===== src/rtl/vending_pkg.sv =====
// Shared vending-machine definitions: coin indices, coin values and the
// change-dispense state encoding.
package vending_pkg;

  localparam logic [1:0] COIN50   = 2'd0;
  localparam logic [1:0] COIN100  = 2'd1;
  localparam logic [1:0] COIN500  = 2'd2;
  localparam logic [1:0] COIN1000 = 2'd3;

  typedef enum logic [2:0] {
    IDLE     = 3'd0,
    SELECT   = 3'd1,
    ISSUE    = 3'd2,
    WAIT_ACK = 3'd3,
    DONE     = 3'd4,
    FAULT    = 3'd5
  } state_t;

  // Coin value in 50-won units.
  function automatic logic [6:0] coin_value(input logic [1:0] c);
    case (c)
      COIN100:  return 7'd2;
      COIN500:  return 7'd10;
      COIN1000: return 7'd20;
      default:  return 7'd1;
    endcase
  endfunction

endpackage


===== src/rtl/coin_inventory.sv =====
// Four saturating per-denomination hopper inventory counters with
// one increment port (refill) and one decrement port (dispense).
module coin_inventory #(
  parameter int CNT_W      = 6,
  parameter int INIT_COUNT = 10
) (
  input  logic       clk,
  input  logic       rst,
  input  logic       inc,
  input  logic [1:0] inc_idx,
  input  logic       dec,
  input  logic [1:0] dec_idx,
  output logic [3:0] nonzero
);

  logic [3:0][CNT_W-1:0] cnt;
  logic [3:0]            inc_hit;
  logic [3:0]            dec_hit;

  always_comb begin
    inc_hit = inc ? (4'b0001 << inc_idx) : '0;
    dec_hit = dec ? (4'b0001 << dec_idx) : '0;
    for (int unsigned i = 0; i < 4; i++) begin
      nonzero[i] = |cnt[i];
    end
  end

  // A refill and a dispense of the same coin in one cycle cancel out.
  always_ff @(posedge clk) begin
    if (rst) begin
      for (int unsigned i = 0; i < 4; i++) begin
        cnt[i] <= CNT_W'(INIT_COUNT);
      end
    end else begin
      for (int unsigned i = 0; i < 4; i++) begin
        if (inc_hit[i] && !dec_hit[i]) begin
          if (cnt[i] != '1) cnt[i] <= cnt[i] + 1'b1;
        end else if (dec_hit[i] && !inc_hit[i]) begin
          if (cnt[i] != '0) cnt[i] <= cnt[i] - 1'b1;
        end
      end
    end
  end

endmodule


===== src/rtl/change_dispense_ctrl.sv =====
// Greedy coin-refund sequencer: issues one hopper request per coin, waits
// for the ack with a timeout, and falls back to smaller coins as stock runs out.
module change_dispense_ctrl
  import vending_pkg::*;
#(
  parameter int CNT_W       = 6,
  parameter int INIT_COUNT  = 10,
  parameter int ACK_TIMEOUT = 16
) (
  input  logic       CLK,
  input  logic       RST,
  input  logic       Start,
  input  logic [6:0] Amount,
  input  logic       Dispensed,
  input  logic       Refill,
  input  logic [1:0] RefillCoin,
  input  logic       Clear,
  output logic       Return50,
  output logic       Return100,
  output logic       Return500,
  output logic       Return1000,
  output logic       Busy,
  output logic       Done,
  output logic       Short,
  output logic       Jam,
  output logic [6:0] Remain,
  output logic       LowChange
);

  localparam int TW = $clog2(ACK_TIMEOUT + 1);

  state_t          state;
  logic [1:0]      coin;
  logic [1:0]      pick;
  logic            found;
  logic [TW-1:0]   timer;
  logic [6:0]      remain_q;
  logic            short_q;
  logic            jam_q;
  logic [3:0]      nonzero;
  logic            ack;

  assign ack = (state == WAIT_ACK) && Dispensed;

  coin_inventory #(
    .CNT_W      (CNT_W),
    .INIT_COUNT (INIT_COUNT)
  ) u_inv (
    .clk     (CLK),
    .rst     (RST),
    .inc     (Refill),
    .inc_idx (RefillCoin),
    .dec     (ack),
    .dec_idx (coin),
    .nonzero (nonzero)
  );

  // Ascending scan; the last hit is the largest usable coin.
  always_comb begin
    found = 1'b0;
    pick  = COIN50;
    for (int unsigned i = 0; i < 4; i++) begin
      if (nonzero[i] && (coin_value(2'(i)) <= remain_q)) begin
        found = 1'b1;
        pick  = 2'(i);
      end
    end
  end

  always_ff @(posedge CLK) begin
    if (RST) begin
      state    <= IDLE;
      coin     <= COIN50;
      timer    <= '0;
      remain_q <= '0;
      short_q  <= 1'b0;
      jam_q    <= 1'b0;
    end else begin
      case (state)
        IDLE: begin
          if (Start) begin
            remain_q <= Amount;
            state    <= (Amount == '0) ? DONE : SELECT;
          end
        end
        SELECT: begin
          if (found) begin
            coin  <= pick;
            state <= ISSUE;
          end else begin
            short_q <= 1'b1;
            state   <= FAULT;
          end
        end
        ISSUE: begin
          timer <= '0;
          state <= WAIT_ACK;
        end
        WAIT_ACK: begin
          // An ack on the timeout cycle still counts as a good dispense.
          if (Dispensed) begin
            remain_q <= remain_q - coin_value(coin);
            state    <= (remain_q == coin_value(coin)) ? DONE : SELECT;
          end else if (timer == TW'(ACK_TIMEOUT - 1)) begin
            jam_q <= 1'b1;
            state <= FAULT;
          end else begin
            timer <= timer + 1'b1;
          end
        end
        DONE: state <= IDLE;
        FAULT: begin
          if (Clear) begin
            state    <= IDLE;
            short_q  <= 1'b0;
            jam_q    <= 1'b0;
            remain_q <= '0;
          end
        end
        default: state <= IDLE;
      endcase
    end
  end

  assign Return50   = (state == ISSUE) && (coin == COIN50);
  assign Return100  = (state == ISSUE) && (coin == COIN100);
  assign Return500  = (state == ISSUE) && (coin == COIN500);
  assign Return1000 = (state == ISSUE) && (coin == COIN1000);
  assign Busy       = (state != IDLE);
  assign Done       = (state == DONE);
  assign Short      = short_q;
  assign Jam        = jam_q;
  assign Remain     = remain_q;
  assign LowChange  = ~&nonzero;

endmodule


===== config.mk =====
export PLATFORM = sky130hd
export DESIGN_NAME = change_dispense_ctrl
export DESIGN_NICKNAME = d
export VERILOG_FILES = /design/src/rtl/vending_pkg.sv /design/src/rtl/coin_inventory.sv /design/src/rtl/change_dispense_ctrl.sv
export SDC_FILE = /design/constraint.sdc
export NUM_CORES = 1
export LEC_CHECK = 0
export ABC_AREA = 1
export CORE_ASPECT_RATIO = 1.1
export CORE_UTILIZATION = 56
export CTS_BUF_LIST = sky130_fd_sc_hd__clkbuf_2
export CTS_CLUSTER_DIAMETER = 80
export CTS_CLUSTER_SIZE = 12
export DETAILED_ROUTE_END_ITERATION = 7
export GPL_TIMING_DRIVEN = 0
export PLACE_DENSITY = 0.78
export SETUP_SLACK_MARGIN = 0.1
export SYNTH_ARGS = -nofsm -noshare
export SYNTH_HDL_FRONTEND = slang
export SYNTH_HIERARCHICAL = 1
export SYNTH_SLANG_ARGS = --single-unit

===== constraint.sdc =====
create_clock -name CLK -period 6.81 [get_ports CLK]
set_input_delay 1.7025 -clock CLK [delete_from_list [all_inputs] [get_ports CLK]]
set_output_delay 1.7025 -clock CLK [all_outputs]
set_load 0.005 [all_outputs]

Yosys cells after proc, flatten, opt, wreduce, memory -nomap -nowiden

Index checks and enable logic that the tools add are counted.

Flip-flop bits (word level): 43
Bits in latches: 0
Memory bits (writable): 0
ROM bits: 0
Output and inout port bits: 16
Word-level logic and storage cells: 163
Memories kept: 0

Add/sub/neg operators: 10
$mul: 0
Divide/modulo/power cells: 0
Magnitude comparators: 4
Eq/ne operators: 26
Shifts and indexed selects: 2
Multiplexer cells: 50
Bitwise gates (word level): 0
Reduce and logical (&&, ||, !) cells: 61

Operators with widths:

| operator            | count |
|---|---|
| $mux 6              | 16 |
| $mux 7              | 6 |
| $add 6x1->6 const B | 4 |
| $ne 6x6->1 const B  | 4 |
| $reduce_bool 6->1   | 4 |
| $reduce_or 6->1     | 4 |
| $sub 6x1->6 const B | 4 |
| $reduce_bool 2->1   | 11 |
| $mux 3              | 7 |
| $pmux 7 s3          | 1 |
| $reduce_and 3->1    | 7 |
| $ne 2x2->1 const B  | 10 |
| $logic_and 1x1->1   | 17 |
| $pmux 3 s5          | 1 |
| $pmux 5 s3          | 1 |
| $reduce_and 4->1    | 3 |
| $mux 5              | 2 |
| $pmux 5 s2          | 1 |
| $logic_not 1->1     | 9 |
| $mux 1              | 9 |
| $mux 4              | 2 |
| $shl 1x2->4 const A | 2 |
| $eq 7x7->1          | 1 |
| $le 1x7->1 const A  | 1 |
| other kinds (20)    | 26 |

Depth between registers and ports, before layout

Word-level depth: 9
Depth in mapped cells: 16
Gate-level depth less buffers: 16

Hierarchy

Netlist, hierarchy kept.

By module, submodules not included:

| module               | times used | cells an instance | area an instance (µm²) | sequential area each (µm²) |
|---|---|---|---|---|
| coin_inventory       | 1          | 297               | 1,989.4                | 480.5 |
| change_dispense_ctrl | 1          | 228               | 1,596.5                | 380.4 |

Worst setup path after synthesis

No wires, ideal clock.

Path type: input-to-reg
Start point: input port Dispensed
End point: register u_inv/cnt[17] (netlist name)
Arrival time: 3.282 ns
Data required time: 6.696 ns
Slack: 3.415 ns
Cell stages on the path: 11
Path buffers: 0
Cell sequence: inv_1 > nor2_1 > nand3_1 > ha_1 > inv_2 > ha_1 > or2_1 > nand3b_1 > nand3b_1 > a21oi_1 > nor2_1

Cells in the longest elaborated chain, start to end: 6
Elaborated cells on any way between the ends: 10
Classes of those cells: 1 x eq/ne; 2 x mux; 7 x reduce/logical

Ends and longest elaborated chain:

| element                                                                 | RTL line                   | RTL |
|---|---|---|
| start: declaration                                                      | change_dispense_ctrl.sv:14 | `input logic Dispensed,` |
| $logic_and 1x1->1 (*)                                                   | change_dispense_ctrl.sv:43 | `assign ack = (state == WAIT_ACK) && Dispensed;` |
| net ack                                                                 | change_dispense_ctrl.sv:41 | `logic ack;` |
| $mux 4 (*)                                                              | coin_inventory.sv:22       | `dec_hit = dec ? (4'b0001 << dec_idx) : '0;` |
| $logic_not 1->1                                                         | coin_inventory.sv:36       | `if (inc_hit[i] && !dec_hit[i]) begin` |
| $logic_and 1x1->1                                                       | coin_inventory.sv:36       |  |
| $ne 2x2->1 (no source line) / $reduce_bool 2->1 (equally long branches) | --                         |  |
| $reduce_and 3->1 (no source line)                                       | --                         |  |
| end signal: indexed assignment                                          | coin_inventory.sv:32       | `cnt[i] <= CNT_W'(INIT_COUNT);` |
| end: declaration                                                        | coin_inventory.sv:16       | `logic [3:0][CNT_W-1:0] cnt;` |

The timed path passes the listed nets; every way through them passes the cells marked *.
A chain may end at the register's enable or synchronous reset.

Worst setup path in the final report

Start point: input port Dispensed
End point: register u_inv/cnt[5] (netlist name)

Same word-level chain as after synthesis.

==> results.sh <==
export IMPL_grtUsageTotal=0.249
export IMPL_floorplan_io_pins=31
export IMPL_synth_edff_count=0
export IMPL_placement_io_buffers=29
export IMPL_crit_path_end_kind="register"
export IMPL_max_slew_worst_pin_slew_ns=0.560
export IMPL_residual_overflow_from_global_routing=0
export IMPL_synth_top_cell_area_share=0.240
export IMPL_layout_min_cycle_time_ns=3.82
export IMPL_max_slew_margin=0.627
export IMPL_cts_num_sinks=43
export IMPL_postSynth_asyncResetShare=0
export IMPL_cp_arrival_ns=4.16
export IMPL_tritoncts="yes"
export IMPL_syn_nets=578
export IMPL_cellPowerDensity_nw_per_um2=322
export IMPL_die_area_sq_um=6730
export IMPL_wire_per_inst_um=12.1
export IMPL_place_detailed_hpwl_um=6110
export IMPL_timing_critical_path_from_type="input pin"
export IMPL_crit_chain="clkdlybuf4s50_1 > inv_1 > nor2_1 > nand3_1 > nand2_1 > ha_1 > or2_1 > nand3_1 > nand2_1 > nand3_1 > nand2_1 > nor2_1 > nor2_1"
export IMPL_postSynthRegisterBits=43
export IMPL_dominantRegCellSynth="dfxtp_1"
export IMPL_fp_dieH_um=85.9
export IMPL_area_growth_pct=13.5
export IMPL_drt_first_iter_violations=124
export IMPL_synth_distinct_cells=41
export IMPL_required_ns=7.16
export IMPL_max_freq_mhz=262
export IMPL_via_per_inst=5.26
export IMPL_synthTopCellsByArea="dfxtp_1 (24%), nand2_1 (12%), ha_1 (12%)"
export IMPL_holdPathStages=2
export IMPL_drt_pre_antenna_iters=4
export IMPL_worst_skew_pair_late_latency_ns=0.41
export IMPL_yosysWarnings=6
export IMPL_pins_over_slew_limit=0
export IMPL_ctsResizeCount=0
export IMPL_cts_inserted_buffers=5
export IMPL_final_design_area_no_fill_sq_um=4070
export IMPL_timing_max_cap_violations=0
export IMPL_clock_tree_htree_level_count=2
export IMPL_drc_errors=0
export IMPL_final_core_utilization=0.657
export IMPL_hold_slack_ns=0.494
export IMPL_yosys_cell_count_top_type="nand2_1"
export IMPL_total_vias_in_the_final_route=3379
export IMPL_clk_root_buffer_cell="clkbuf_2"
export IMPL_synth_top_area_cell="dfxtp_1"
export IMPL_setup_viol=0
export IMPL_post_cts_setup_buffer_count=0
export IMPL_ir_drop_uv=168
export IMPL_clock_path_buffers=2
export IMPL_die_width_um=78.3
export IMPL_critPathMaxFanout=7
export IMPL_synthesis_instances=525
export IMPL_period_share=0.560
export IMPL_placedInstanceArea_sq_um=3980
export IMPL_synth_area_per_cell_sq_um=6.83
export IMPL_rr_worst_depth=14
export IMPL_antenna_diode_count=0
export IMPL_start_util=0.579
export IMPL_synth_commonest_cells="nand2_1 (118), nor2_1 (70), inv_1 (55)"
export IMPL_num_rows=30
export IMPL_wl_um=7740
export IMPL_grt_pass1_vias=3233
export IMPL_antenna_found_initial=0
export IMPL_placeableCoreArea_sq_um=6190
export IMPL_power_leakage_uw=0.00182
export IMPL_skew_ns=0.00703
export IMPL_final_hold_violating_endpoints=0
export IMPL_grt_start_max_net_pins=15
export IMPL_max_stage_delay_ns=0.45
export IMPL_grt_first_pass_wirelength_um=13700
export IMPL_critPathKind="input pin to register"
export IMPL_grt_setup_unrepaired="false"
export IMPL_final_layout_size_suffix_gt1_frac=0.0890
export IMPL_place_gp_congestion=0.885
export IMPL_fin_nets=614
export IMPL_final_antenna_net_count=0
export IMPL_min_path_type="register to register"
export IMPL_status="complete, no violations"
export IMPL_setup_tns_final_ns=0
export IMPL_cp_slowest_cell="clkdlybuf4s50_1"
export IMPL_post_synth_instance_area_sq_um=3590
export IMPL_cts_clk_slew_worst_paths_ns=0.23
export IMPL_holdBufCountCts=0
export IMPL_synth_sequential_area_ratio=0.240
## layer usage
layer  track usage  part of all wire
met1         0.291              0.46
met2         0.463              0.49
met3        0.0383             0.036
met4        0.0774             0.014
met5             0                 0
## stage by stage
step	power (uW)	std cells	worst slack [ns]
3_3_place_gp	1110	634	2.64
5_1_grt	1440	642	2.86
6_report	1310	642	2.99
2_1_floorplan	933	525	3.41
4_1_cts	1320	642	3.03
3_5_place_dp	1120	634	2.55
## worst paths after layout
kind / slack [ns] / end / start
setup / recovery: 2.99 / u_inv/cnt[5] / Dispensed
hold reg to reg: 0.49 / Jam / Jam
setup reg to reg: 4.12 / u_inv/cnt[5] / state[1]
hold / removal: 0.49 / Jam / Jam
## cell usage in the layout, fill, tap and decap left out, types with 2 or more instances in the layout
cell type / netlist / routed
a21oi_1: 41 / 41
a21oi_2: 3 / 3
bufinv_16: 0 / 2
clkbuf_2: 0 / 5
clkdlybuf4s50_1: 0 / 29
dfxtp_1: 43 / 43
fa_1: 5 / 5
ha_1: 33 / 33
inv_1: 55 / 55
inv_2: 9 / 9
nand2_1: 118 / 118
nand2_2: 2 / 2
nand2_4: 7 / 7
nand3_1: 40 / 40
nand3_2: 2 / 2
nand3_4: 2 / 2
nand3b_1: 4 / 4
nand4_1: 16 / 16
nor2_1: 70 / 70
nor2_2: 4 / 4
nor2_8: 3 / 3
nor3_1: 10 / 10
o21ai_0: 12 / 12
o21ai_1: 10 / 10
o21bai_1: 2 / 2
or2_1: 3 / 3
xnor2_1: 6 / 6
xor2_1: 9 / 9
## critical path, delay by kind of cell
kind / cells / cell delay, ns
fa+ha+maj: 1 / 0.36
buf+inv: 2 / 0.55
simple gates: 10 / 1.54
## sequential cells by signal (all words and copies together), names as in the netlist
signal	flops
Remain	7
Short	1
Jam	1
state	3
u_inv/cnt	24
timer	5
coin	2
## cell families after synthesis
logic type	count (synthesis)	synth area share
compound gates	72	0.111
xor+xnor	15	0.0366
fa+ha+maj	38	0.143
buf+inv	69	0.0757
flops	43	0.240
simple gates	288	0.394
## report_power, final
part,switching (uW),total [uW],internal [uW],leakage (uW)
clock network,88.9,187,98.5,0.0000492
logic,436,752,316,0.00142
registers,70.7,372,301,0.000352
## layout make-up
cell class	instances	area, sq um
multi-input combinational	413	2450
timing repair buffer	29	290
tap	80	100
clock buffer	5	25.0
buffer	3	16.3
inverter	66	255
sequential	43	861
clock inverter	3	67.6
fill	567	2120
Note: power is estimated with default switching activity, not from simulation.
